--- src/rtl/gcd_pkg.sv ---
// Shared types and constants for the gcd core requester.
package gcd_pkg;

  // Operand/result width of the gcd core.
  localparam int GCD_W = 4;

  // Default number of WAIT cycles before the core is declared hung.
  localparam int GCD_TIMEOUT_DEFAULT = 63;

  // Requester control states.
  typedef enum logic [2:0] {
    IDLE,
    START,
    WAIT,
    RECOVER,
    RESP
  } req_state_t;

  // A zero operand never lets the core terminate, so such pairs are answered locally.
  function automatic logic has_zero_operand(input logic [GCD_W-1:0] a,
                                            input logic [GCD_W-1:0] b);
    return (a == '0) || (b == '0);
  endfunction

endpackage

--- src/rtl/gcd_req_timer.sv ---
// Saturating WAIT-cycle counter for the gcd requester watchdog.
// expired is asserted in the enabled cycle whose increment reaches TIMEOUT,
// so WAIT lasts exactly TIMEOUT cycles before the hang is declared.
module gcd_req_timer
  import gcd_pkg::*;
#(
  parameter int TIMEOUT = GCD_TIMEOUT_DEFAULT
) (
  input  logic clk,
  input  logic rst,
  input  logic clear,
  input  logic enable,
  output logic expired
);

  localparam int CW = $clog2(TIMEOUT + 1);

  logic [CW-1:0] count;
  logic [CW:0]   count_inc;
  logic          at_limit;

  assign at_limit  = (count == CW'(TIMEOUT));
  assign count_inc = {1'b0, count} + (CW + 1)'(1);
  assign expired   = enable & (at_limit | (count_inc == (CW + 1)'(TIMEOUT)));

  // Count enabled cycles, restart on clear, hold once TIMEOUT is reached.
  always_ff @(posedge clk or posedge rst) begin
    if (rst) begin
      count <= '0;
    end else if (clear) begin
      count <= '0;
    end else if (enable && !at_limit) begin
      count <= count_inc[CW-1:0];
    end
  end

endmodule

--- src/rtl/gcd_requester.sv ---
// Initiator for the gcd core ena/rdy interface. Takes operand pairs from a
// valid/ready request stream, runs them through the core (or answers zero
// operands directly), and returns the result on a valid/ready response
// stream. A watchdog resets a core that never raises rdy and reports an error.
module gcd_requester
  import gcd_pkg::*;
#(
  parameter int W       = GCD_W,
  parameter int TIMEOUT = GCD_TIMEOUT_DEFAULT
) (
  input  logic         clk,
  input  logic         rst,
  input  logic         req_valid,
  output logic         req_ready,
  input  logic [W-1:0] req_a,
  input  logic [W-1:0] req_b,
  output logic         rsp_valid,
  input  logic         rsp_ready,
  output logic [W-1:0] rsp_gcd,
  output logic         rsp_err,
  output logic         core_ena,
  output logic [W-1:0] core_in1,
  output logic [W-1:0] core_in2,
  input  logic         core_rdy,
  input  logic [W-1:0] core_out,
  output logic         core_rst
);

  req_state_t state;
  logic       timer_expired;
  logic       zero_pair;

  // The watchdog restarts in START and counts only while waiting on the core.
  gcd_req_timer #(
    .TIMEOUT (TIMEOUT)
  ) u_timer (
    .clk     (clk),
    .rst     (rst),
    .clear   (state == START),
    .enable  (state == WAIT),
    .expired (timer_expired)
  );

  assign req_ready = (state == IDLE);
  assign zero_pair = (req_a == '0) || (req_b == '0);

  // Request/response sequencing with registered core strobes and results.
  // core_ena and core_rst are set on the transition into START/RECOVER so
  // each is a single-cycle pulse aligned with that state.
  always_ff @(posedge clk or posedge rst) begin
    if (rst) begin
      state     <= IDLE;
      rsp_valid <= 1'b0;
      rsp_gcd   <= '0;
      rsp_err   <= 1'b0;
      core_ena  <= 1'b0;
      core_rst  <= 1'b0;
      core_in1  <= '0;
      core_in2  <= '0;
    end else begin
      core_ena <= 1'b0;
      core_rst <= 1'b0;
      unique case (state)
        IDLE: begin
          if (req_valid) begin
            core_in1 <= req_a;
            core_in2 <= req_b;
            if (zero_pair) begin
              rsp_gcd   <= req_a | req_b;
              rsp_err   <= 1'b0;
              rsp_valid <= 1'b1;
              state     <= RESP;
            end else begin
              core_ena <= 1'b1;
              state    <= START;
            end
          end
        end
        START: begin
          state <= WAIT;
        end
        WAIT: begin
          // A result arriving in the timeout cycle still wins.
          if (core_rdy) begin
            rsp_gcd   <= core_out;
            rsp_err   <= 1'b0;
            rsp_valid <= 1'b1;
            state     <= RESP;
          end else if (timer_expired) begin
            rsp_gcd  <= '0;
            rsp_err  <= 1'b1;
            core_rst <= 1'b1;
            state    <= RECOVER;
          end
        end
        RECOVER: begin
          rsp_valid <= 1'b1;
          state     <= RESP;
        end
        RESP: begin
          if (rsp_ready) begin
            rsp_valid <= 1'b0;
            state     <= IDLE;
          end
        end
        default: begin
          state <= IDLE;
        end
      endcase
    end
  end

endmodule

--- config.mk ---
export PLATFORM = sky130hd
export DESIGN_NAME = gcd_requester
export DESIGN_NICKNAME = d
export VERILOG_FILES = /design/src/rtl/gcd_pkg.sv /design/src/rtl/gcd_req_timer.sv /design/src/rtl/gcd_requester.sv
export SDC_FILE = /design/constraint.sdc
export NUM_CORES = 1
export LEC_CHECK = 0
export ABC_AREA = 1
export BUFFER_PORTS_ARGS = -buffer_cell sky130_fd_sc_hd__buf_2
export CAP_MARGIN = 20
export CORE_UTILIZATION = 56
export DETAILED_ROUTE_END_ITERATION = 16
export PLACE_DENSITY_LB_ADDON = 0.08
export SLEW_MARGIN = 15
export SYNTH_ARGS = -nofsm -noshare
export SYNTH_HDL_FRONTEND = slang
export SYNTH_HIERARCHICAL = 1
export SYNTH_SLANG_ARGS = --single-unit
--- constraint.sdc ---
create_clock -name clk -period 3.3 [get_ports clk]
set_input_delay 0.33 -clock clk [delete_from_list [all_inputs] [get_ports clk]]
set_output_delay 0.33 -clock clk [all_outputs]
set_load 0.03 [all_outputs]
==> reports/metrics.csv <==
metric,value,unit
post-route setup TNS,0,ns
r2r endpoint,rsp_valid$_DFFE_PP0P_,
total global-route track usage,0.251,
largest net degree at the start of global routing,20,
r2r startpoint,u_timer/count[0]$_DFFE_PP0P_,
CP Data Arrival Time,2.18,ns
clk buf depth,2,
Peak Freq,0.526,GHz
Final Non-Filler Cells,240,
"commonest non-fill, non-tap cell in the layout",nand2_1,
critical path peak fanout,5,
met1 WL,1380,µm
worst stage delay on the critical path,0.46,ns
Setup Crit Path Kind,reg2reg,
Pwr Density,830,mW/mm²
Avg WL per Cell,12.4,µm
dpl hpwl,2340,µm
total die area,0.00273,mm²
Setup crit end kind,flip-flop,
dpl cells,235,
worst-skew pair later-pin latency,0.32,ns
Critical Path Source Type,flip-flop,
DR iter-0 viols,45,
CTS tree,done,
most frequent cells in the layout,"52 x nand2_1, 33 x buf_2, 25 x dfrtp_1",
syn nets,195,
Period minus WS final,1.90,ns
final hold violation count,0,
min-delay worst type,in2reg,
number of synthesized register bits,25,
synthesized cell area,0.00141,mm²
Slew Limit Fails,0,
Slew Limit Headroom,0.504,
# diodes,0,
global-route wire length before repair,5080,µm
skew final,0.0109,ns
Post-CTS Setup Bufs,0,
share of cells above drive strength 1,0.307,
chip width,52.2,µm
clock sinks,25,
Max Used Layer,met4,
DRT antenna net count,0,
CTS H-tree lvls,1,
Worst Hold End,core_in1[1]$_DFFE_PP0P_,
Synthesis Warnings,6,
"reg-to-reg slack, setup",1.40,ns
critical path's slowest cell,dfrtp_1,
Final setup viols,0,
Leakage Power,0.883,nW
placed instance area,0.00160,mm²
Tcrit/Tclk final,0.577,
hold_sp,req_a[1],
# fillers,206,
worst ir drop on vdd,595,µV
Post-CTS Hold Fix Bufs,1,
vias in the first global route,1215,
met3 WL,187,µm
critical-path cell list,ha_1 -> nand2_2 -> inv_2 -> nand2_1 -> nand2_1 -> nor2_2 -> nand3_2 -> a21oi_2 -> inv_1 -> nand2_1 -> nor2_1 -> nor2_1 -> nand2_1 -> nand2_1,
final wirelength,2980,µm
Final Core Density,0.712,
Synth cell types,25,
Root Buffer,clkbuf_4,
Initial Utilization,0.615,
GPL Wtd Cong,0.980,
GR Overflow Total,0,
status,"complete, no violations",
final instance area,0.00164,mm²
RSZ-0062 raised after global routing,no,
final worst slack,1.40,ns
Synth Instances,176,
Core Box Area,0.00230,mm²
Post-CTS Resized,0,
dpl ws,1.42,ns
total CTS buffers,3,
I/O pin count,34,
total number of vias,1261,
Post-Syn Area per Cell,8.03,µm²
worst-margin pin slew,0.744,ns
hold depth,3,
Most Frequent Cell on Critical Path,nand2_1,
area grow syn2layout,15.9,%
maxcap violations,0,
Worst Path Required,3.58,ns
WL met2,1390,µm
total power,1.36,mW
Chip Height,52.2,µm
initial antenna violation count,0,
Worst R2R Path Depth,14,
"Seq/Total Area, Yosys",0.443,
"Reg clk slew, reported paths",0.15,ns
vias per std cell,5.25,
Hold Slack,0.250,ns
Nets,232,
First-pass DRT Iterations,4,
row count,17,
DRC viols,0,
IO Port Bufs,33,
## power by group
group	internal [mW]	switching (mW)	total, mW
clock	0.0462	0.0967	0.143
sequential	0.416	0.0813	0.497
combinational	0.213	0.505	0.718
## worst max path at each step
stage | start | to | slack [ns] | cells after the start
2_1_floorplan | u_timer/count[0]$_DFFE_PP0P_ | rsp_valid$_DFFE_PP0P_ | 1.59 | 14
3_3_place_gp | u_timer/count[0]$_DFFE_PP0P_ | rsp_valid$_DFFE_PP0P_ | 1.49 | 14
3_5_place_dp | u_timer/count[0]$_DFFE_PP0P_ | rsp_valid$_DFFE_PP0P_ | 1.42 | 14
4_1_cts | u_timer/count[0]$_DFFE_PP0P_ | rsp_valid$_DFFE_PP0P_ | 1.40 | 14
5_1_grt | u_timer/count[0]$_DFFE_PP0P_ | rsp_valid$_DFFE_PP0P_ | 1.16 | 14
6_report | u_timer/count[0]$_DFFE_PP0P_ | rsp_valid$_DFFE_PP0P_ | 1.40 | 14
## routing by layer
metal	vias to the layer above	GRT usage
met5	-	0
met1	575	0.333
met4	0	0.0658
met3	2	0.0261
met2	44	0.434
li1	640	-
## Yosys cell counts
cell / instances / area, µm²
o21bai_2: 1 / 11.3
nand3_1: 23 / 115
nor2_4: 1 / 11.3
o21ai_0: 12 / 60.1
nand2_4: 4 / 45.0
o22ai_1: 2 / 12.5
inv_2: 5 / 18.8
nand3_2: 3 / 30.0
inv_6: 1 / 8.76
nor2_1: 10 / 37.5
o21ai_2: 2 / 17.5
inv_1: 17 / 63.8
o211ai_1: 1 / 7.51
nand3_4: 2 / 35.0
nand2_1: 52 / 195
a21oi_2: 1 / 8.76
dfrtp_1: 25 / 626
nand4_1: 1 / 6.26
buf_6: 1 / 11.3
o21ai_1: 1 / 5.00
buf_2: 1 / 5.00
nand2_2: 5 / 31.3
nor2_2: 2 / 12.5
o22ai_2: 1 / 12.5
ha_1: 2 / 25.0
## registers in the layout, summed over array words and instances (netlist names)
register,count
core_ena,1
core_in1,4
core_in2,4
core_rst,1
rsp_err,1
rsp_gcd,4
rsp_valid,1
state,3
u_timer/count,6
## critical path, delay by kind of cell, from the launching register on
kind / cells / cell delay, ns
simple gates: 10 / 0.92
compound gates: 1 / 0.11
fa+ha+maj: 1 / 0.26
flops: 1 / 0.46
buf+inv: 2 / 0.12
## cell families (layout without fill, tap and decap cells)
| family | Yosys count | in the layout | share of synthesized area |
|---|---|---|---|
| AO/OA/AOI/OAI | 21 | 21 | 0.0957 |
| adder cells (fa/ha/maj) | 2 | 2 | 0.0177 |
| buffers and inverters | 25 | 61 | 0.0762 |
| flip-flops | 25 | 25 | 0.443 |
| AND/OR/NAND/NOR | 103 | 103 | 0.368 |
## final cells by class
class	count	area, µm²	share of cell area
multi-input cells	126	679	0.415
well taps	28	35.0	0.0214
clock inverters	1	7.51	0.00459
clock buffers	3	22.5	0.0138
flip-flops and latches	25	626	0.382
inverters	23	91.3	0.0558
repair buffers	34	175	0.107
Power figures use the tool's default switching activity.
